<file path="config.mk">
export PLATFORM = sky130hd
export DESIGN_NAME = stage3_fetch_stage
export DESIGN_NICKNAME = d
export VERILOG_FILES = /design/src/rtl/stage3_fetch_stage.sv
export SDC_FILE = /design/constraint.sdc
export NUM_CORES = 1
export LEC_CHECK = 0
export ABC_AREA = 1
export BUFFER_PORTS_ARGS = -buffer_cell sky130_fd_sc_hd__buf_2
export CAP_MARGIN = 10
export CORE_MARGIN = 10
export CORE_UTILIZATION = 45
export CTS_BUF_LIST = sky130_fd_sc_hd__clkbuf_8 sky130_fd_sc_hd__clkbuf_16
export DETAILED_ROUTE_END_ITERATION = 10
export PLACE_DENSITY_LB_ADDON = 0.08
export SLEW_MARGIN = 15
export SYNTH_ARGS = -nofsm -noshare
export SYNTH_HDL_FRONTEND = slang
export SYNTH_SLANG_ARGS = --single-unit
</file>
<file path="constraint.sdc">
create_clock -name CLK -period 7.1 [get_ports CLK]
set_input_delay 1.065 -clock CLK [delete_from_list [all_inputs] [get_ports CLK]]
set_output_delay 1.065 -clock CLK [all_outputs]
set_load 0.02 [all_outputs]
</file>
<file path="src/rtl/stage3_fetch_stage.sv">
// Instruction fetch stage: issues imem requests, follows redirects, and registers fetched words for execute.
// Define STAGE3_FETCH_BTFN_EN to enable backward-taken/forward-not-taken branch prediction.
module stage3_fetch_stage #(
    parameter logic [31:0] RESET_PC = 32'h8000_0000
) (
    input  logic        CLK,
    input  logic        RST,
    output logic        imem_ren,
    output logic [31:0] imem_addr,
    input  logic        imem_busy,
    input  logic [31:0] imem_rdata,
    input  logic        imem_fault,
    input  logic        redirect,
    input  logic [31:0] redirect_addr,
    input  logic        fe_stall,
    input  logic        fe_flush,
    output logic        out_valid,
    output logic [31:0] out_pc,
    output logic [31:0] out_pc4,
    output logic [31:0] out_instr,
    output logic        out_prediction,
    output logic [31:0] out_predicted_address,
    output logic        out_mal_insn,
    output logic        out_fault_insn,
    output logic [31:0] out_badaddr,
    output logic [1:0]  dbg_state
);

    // Memory handshake: a request is presented while imem_ren=1 and completes in the
    // first cycle imem_busy=0; imem_addr stays constant until that completion.
    typedef enum logic [1:0] {
        FETCH      = 2'd0,
        HOLD       = 2'd1,
        DISCARD    = 2'd2,
        WAIT_REDIR = 2'd3
    } state_t;

    state_t      state, state_next;
    logic [31:0] pc, pc_next;
    logic [31:0] inflight_addr;
    logic [31:0] held_instr;
    logic        held_we;
    logic        load_en, load_mal, load_fault;
    logic [31:0] load_instr;
    logic [31:0] seq_pc;
    logic [31:0] next_pc;
    logic        pred;

    assign dbg_state  = state;
    assign seq_pc     = pc + 32'd4;
    assign load_instr = (state == HOLD) ? held_instr : imem_rdata;

`ifdef STAGE3_FETCH_BTFN_EN
    logic [31:0] imm_sb;
    assign imm_sb  = {{20{load_instr[31]}}, load_instr[7], load_instr[30:25],
                      load_instr[11:8], 1'b0};
    assign pred    = (load_instr[6:0] == 7'b1100011) && load_instr[31];
    assign next_pc = pred ? (pc + imm_sb) : seq_pc;
`else
    assign pred    = 1'b0;
    assign next_pc = seq_pc;
`endif

    always_comb begin
        state_next = state;
        pc_next    = pc;
        imem_ren   = 1'b0;
        imem_addr  = inflight_addr;
        load_en    = 1'b0;
        load_mal   = 1'b0;
        load_fault = 1'b0;
        held_we    = 1'b0;
        case (state)
            FETCH: begin
                imem_addr = pc;
                if (pc[1:0] != 2'b00) begin
                    // Misaligned: never touch memory, report once and park.
                    if (redirect) begin
                        pc_next = redirect_addr;
                    end else if (!fe_stall && !fe_flush) begin
                        load_en    = 1'b1;
                        load_mal   = 1'b1;
                        state_next = WAIT_REDIR;
                    end
                end else begin
                    imem_ren = 1'b1;
                    if (redirect) begin
                        pc_next = redirect_addr;
                        if (imem_busy) state_next = DISCARD;
                    end else if (!imem_busy) begin
                        if (fe_stall) begin
                            // A faulting word under stall is simply refetched later.
                            if (!imem_fault) begin
                                held_we    = 1'b1;
                                state_next = HOLD;
                            end
                        end else if (!fe_flush) begin
                            load_en = 1'b1;
                            if (imem_fault) begin
                                load_fault = 1'b1;
                                state_next = WAIT_REDIR;
                            end else begin
                                pc_next = next_pc;
                            end
                        end
                    end
                end
            end
            HOLD: begin
                if (redirect) begin
                    pc_next    = redirect_addr;
                    state_next = FETCH;
                end else if (!fe_stall) begin
                    state_next = FETCH;
                    if (!fe_flush) begin
                        load_en = 1'b1;
                        pc_next = next_pc;
                    end
                end
            end
            DISCARD: begin
                imem_ren = 1'b1;
                if (redirect) pc_next = redirect_addr;
                else if (!imem_busy) state_next = FETCH;
            end
            WAIT_REDIR: begin
                if (redirect) begin
                    pc_next    = redirect_addr;
                    state_next = FETCH;
                end
            end
            default: state_next = FETCH;
        endcase
    end

    always_ff @(posedge CLK or posedge RST) begin
        if (RST) begin
            state         <= FETCH;
            pc            <= RESET_PC;
            inflight_addr <= RESET_PC;
            held_instr    <= 32'd0;
        end else begin
            state <= state_next;
            pc    <= pc_next;
            if (state == FETCH) inflight_addr <= pc;
            if (held_we) held_instr <= imem_rdata;
        end
    end

    always_ff @(posedge CLK or posedge RST) begin
        if (RST) begin
            out_valid             <= 1'b0;
            out_pc                <= 32'd0;
            out_pc4               <= 32'd0;
            out_instr             <= 32'd0;
            out_prediction        <= 1'b0;
            out_predicted_address <= 32'd0;
            out_mal_insn          <= 1'b0;
            out_fault_insn        <= 1'b0;
            out_badaddr           <= 32'd0;
        end else if (fe_stall) begin
            out_valid <= out_valid;
        end else if (fe_flush) begin
            out_valid             <= 1'b0;
            out_pc                <= 32'd0;
            out_pc4               <= 32'd0;
            out_instr             <= 32'd0;
            out_prediction        <= 1'b0;
            out_predicted_address <= 32'd0;
            out_mal_insn          <= 1'b0;
            out_fault_insn        <= 1'b0;
            out_badaddr           <= 32'd0;
        end else if (load_en) begin
            out_valid             <= 1'b1;
            out_pc                <= pc;
            out_pc4               <= seq_pc;
            out_instr             <= (load_mal || load_fault) ? 32'd0 : load_instr;
            out_prediction        <= (load_mal || load_fault) ? 1'b0 : pred;
            out_predicted_address <= (load_mal || load_fault) ? seq_pc : next_pc;
            out_mal_insn          <= load_mal;
            out_fault_insn        <= load_fault;
            out_badaddr           <= (load_mal || load_fault) ? pc : 32'd0;
        end else begin
            out_valid <= 1'b0;
        end
    end

endmodule
</file>
==> results.toml <==
[yosys]
synth.cell_area_mm2 = 0.01075
synth_area_per_cell_um2 = 7.840
synthesis.nets = 1443
synth_flop_cell = "dfrtp_1"
synth_enable_flop_cells = 0
synth_cell_types = 35
yosysSeqAreaShare_pct = 52.87
syn_inst = 1371
synthArstFlopShare_pct = 100.0
synth_seq_cells = 227
yosysWarnings = 0

[floorplan]
initial_utilization_pct = 45.79
dieArea_mm2 = 0.03047
rows = 56
fp.dieW_um = 174.6
core_mm2 = 0.02347
die_h_um = 174.6
io_pins = 270

[worst_setup_path]
critPathMaxFanout = 86
critPathRequiredTime_ns = 7.52
critPathLaunchType = "primary input"
worst_ep_arrival_time_ns = 3.93
crit_path_end_kind = "register"
path_class = "in2reg"

[clocking]
cts_hold_buf = 0
tritoncts = "built"
cts_sinks = 227
clock_path_buffers = 3
post_cts_resize_count = 0
post_cts_buffers = 0
clk_transition_reported_paths_ns = 0.06
numCtsBuffers = 26
insertion_delay_ns = 0.53
cts_root_buf = "clkbuf_16"
cts.htree.levels = 1

[routing]
firstDrtPassIters = 5
post_drt_wl_per_cell_um = 16.93
drc = 0
via_per_inst = 4.986
wl_um = 32470
dr_total_vias = 9563
drt_iter0_markers = 754
antenna_left = 0

[timing]
tightest_slew_ns = 1.153
period_share_pct = 49.34
final-setup-viol-count = 0
finalClockSkew_ns = 0.01271
timing_hold_violations_final = 0
timing.fmax_mhz = 285.4
setup_tns_ns = 0
drv_slew = 0
rsz0062_at_grt = "false"
period_minus_slack_ns = 3.503
relSlewSlack_pct = 22.88

[global_routing]
grt_pass1_vias = 9553
grt_max_degree = 87
grt.overflow.total = 0
grt_use_total_pct = 20.84
grt_pass1_wl_um = 52230
grt_antenna_before_repair = 2

[hold_path]
hold_path.class = "reg2reg"

[placement]
io_buffers = 268
place.gp.congestion = 0.8931
place_hpwl_um = 22590

[finish]
post-route-util_pct = 55.07
layout-drive-gt1-share_pct = 21.46
area_growth_pct = 20.27
num-nets-final = 1650

[run_status]
status = "finished, final reports clean"

[power_and_ir_drop]
powerDensity_mw_per_mm2 = 437.6
leakage_nw = 7.056
ir_worst_vdd_mv = 0.1810

[flow_run]
cap_violations = 0
-- final timing paths --
kind,startpoint,to,slack [ns],depth (start not counted)
hold / removal,out_instr[5],out_instr[5],0.46,2
max in group asynchronous,RST,out_instr[0],5.04,4
setup reg to reg,dbg_state[0],pc[28],4.19,9
setup / recovery,redirect,out_badaddr[18],3.60,11
hold reg to reg,out_instr[5],out_instr[5],0.46,2
min in group asynchronous,RST,inflight_addr[2],0.67,3
-- area by class of cell --
class | count | area, um2
clock inverter | 13 | 158.9
antenna | 1 | 2.502
clock buffer | 35 | 785.8
inverter | 102 | 389.1
multi-input combinational | 943 | 4093
tap | 319 | 399.1
timing repair buffer | 278 | 1416
fill | 2302 | 10550
sequential | 227 | 5683
-- cell usage after synthesis, types with 2 or more instances --
master / count / area share, %
nand2_1: 487 / 17
dfrtp_1: 225 / 52
inv_1: 99 / 3.5
nand2_2: 3 / 0.17
buf_2: 17 / 0.79
buf_6: 3 / 0.31
a21oi_1: 20 / 0.93
nand4_1: 3 / 0.17
nor2_4: 3 / 0.31
o21ai_0: 204 / 9.5
dfstp_2: 2 / 0.49
o21ai_1: 21 / 0.98
inv_2: 3 / 0.10
clkbuf_1: 29 / 1.0
nor2_1: 103 / 3.6
buf_4: 48 / 3.4
xor2_1: 5 / 0.41
nand3_1: 74 / 3.4
nor2_2: 4 / 0.23
buf_1: 2 / 0.070
nand3_2: 2 / 0.19
-- per-layer routing --
metal | track usage [%] | routed length (um) | vias up
li1 | - | - | 4743
met2 | 34.14 | 15110 | 276
met3 | 5.699 | 2356 | 44
met4 | 4.910 | 683 | 2
met1 | 26.90 | 14310 | 4498
met5 | 0 | 11 | -
-- layout by cell type, fill, tap and decap left out, types with 3 or more instances in the layout --
cell       synthesis  final
nand2_2            3      3
o21ai_1           21     21
inv_2              3      3
bufinv_16          0      4
nor2_2             4      3
buf_2             17    268
xor2_1             5      5
nand4_1            3      3
buf_4             48     10
clkinv_2           0      4
dfrtp_1          225    225
a21oi_1           20     20
clkbuf_16          0     27
clkbuf_8           0      8
nand3_1           74     74
nor2_4             3      4
nor2_1           103    103
nand2_1          487    487
o21ai_0          204    204
inv_1             99    102
-- sequential cells by signal, summed over array words and instances (netlist names) --
signal                 flops
dbg_state                  2
held_instr                32
inflight_addr             32
out_badaddr               32
out_fault_insn             1
out_instr                 32
out_mal_insn               1
out_pc                    32
out_predicted_address     30
out_valid                  1
pc                        32
-- through the flow --
step | instances | setup WS (ns) | power, mW | area [um2] | hold WS (ns)
floorplan | 1371 | 3.071 | 3.541 | 10750 | 0.4534
global placement | 1869 | 3.114 | 4.208 | 11980 | 0.4516
detailed placement | 1869 | 3.037 | 4.243 | 11980 | 0.4547
CTS | 1917 | 3.550 | 5.718 | 12920 | 0.4696
global route | 1917 | 3.306 | 6.069 | 12920 | 0.4907
finish | 1918 | 3.597 | 5.657 | 12930 | 0.4632
-- report_power, final --
group          internal, mW  total (mW)  switching [mW]
Combinational         0.630        2.16            1.53
Sequential             1.72        2.04           0.318
Clock                 0.914        1.46           0.543
Total                  3.26        5.66            2.39
-- worst max-delay path: stages --
cell     delay, ns
buf_2         0.08
buf_4         0.38
inv_2         0.41
nand3_1       0.27
nor2_2        0.07
o21ai_4       0.07
a21oi_1       0.11
inv_4         0.63
buf_4         0.58
nand2_1       0.09
o21ai_0       0.10
-- cells by family (layout without fill, tap and decap cells) --
family                     count (synthesis)  in the layout  share of synthesized area (%)
other                                      1              2                        0.03489
buffers and inverters                    201            428                          9.103
DFF                                      227            227                          52.87
muxes                                      1              1                        0.09312
AOI/OAI and AO/OA                        252            252                          11.95
xor gates and xnor gates                   5              5                         0.4074
and+or+nand+nor                          683            683                          25.42
adders and majority gates                  1              1                         0.1164
Power figures use the tool's default switching activity.
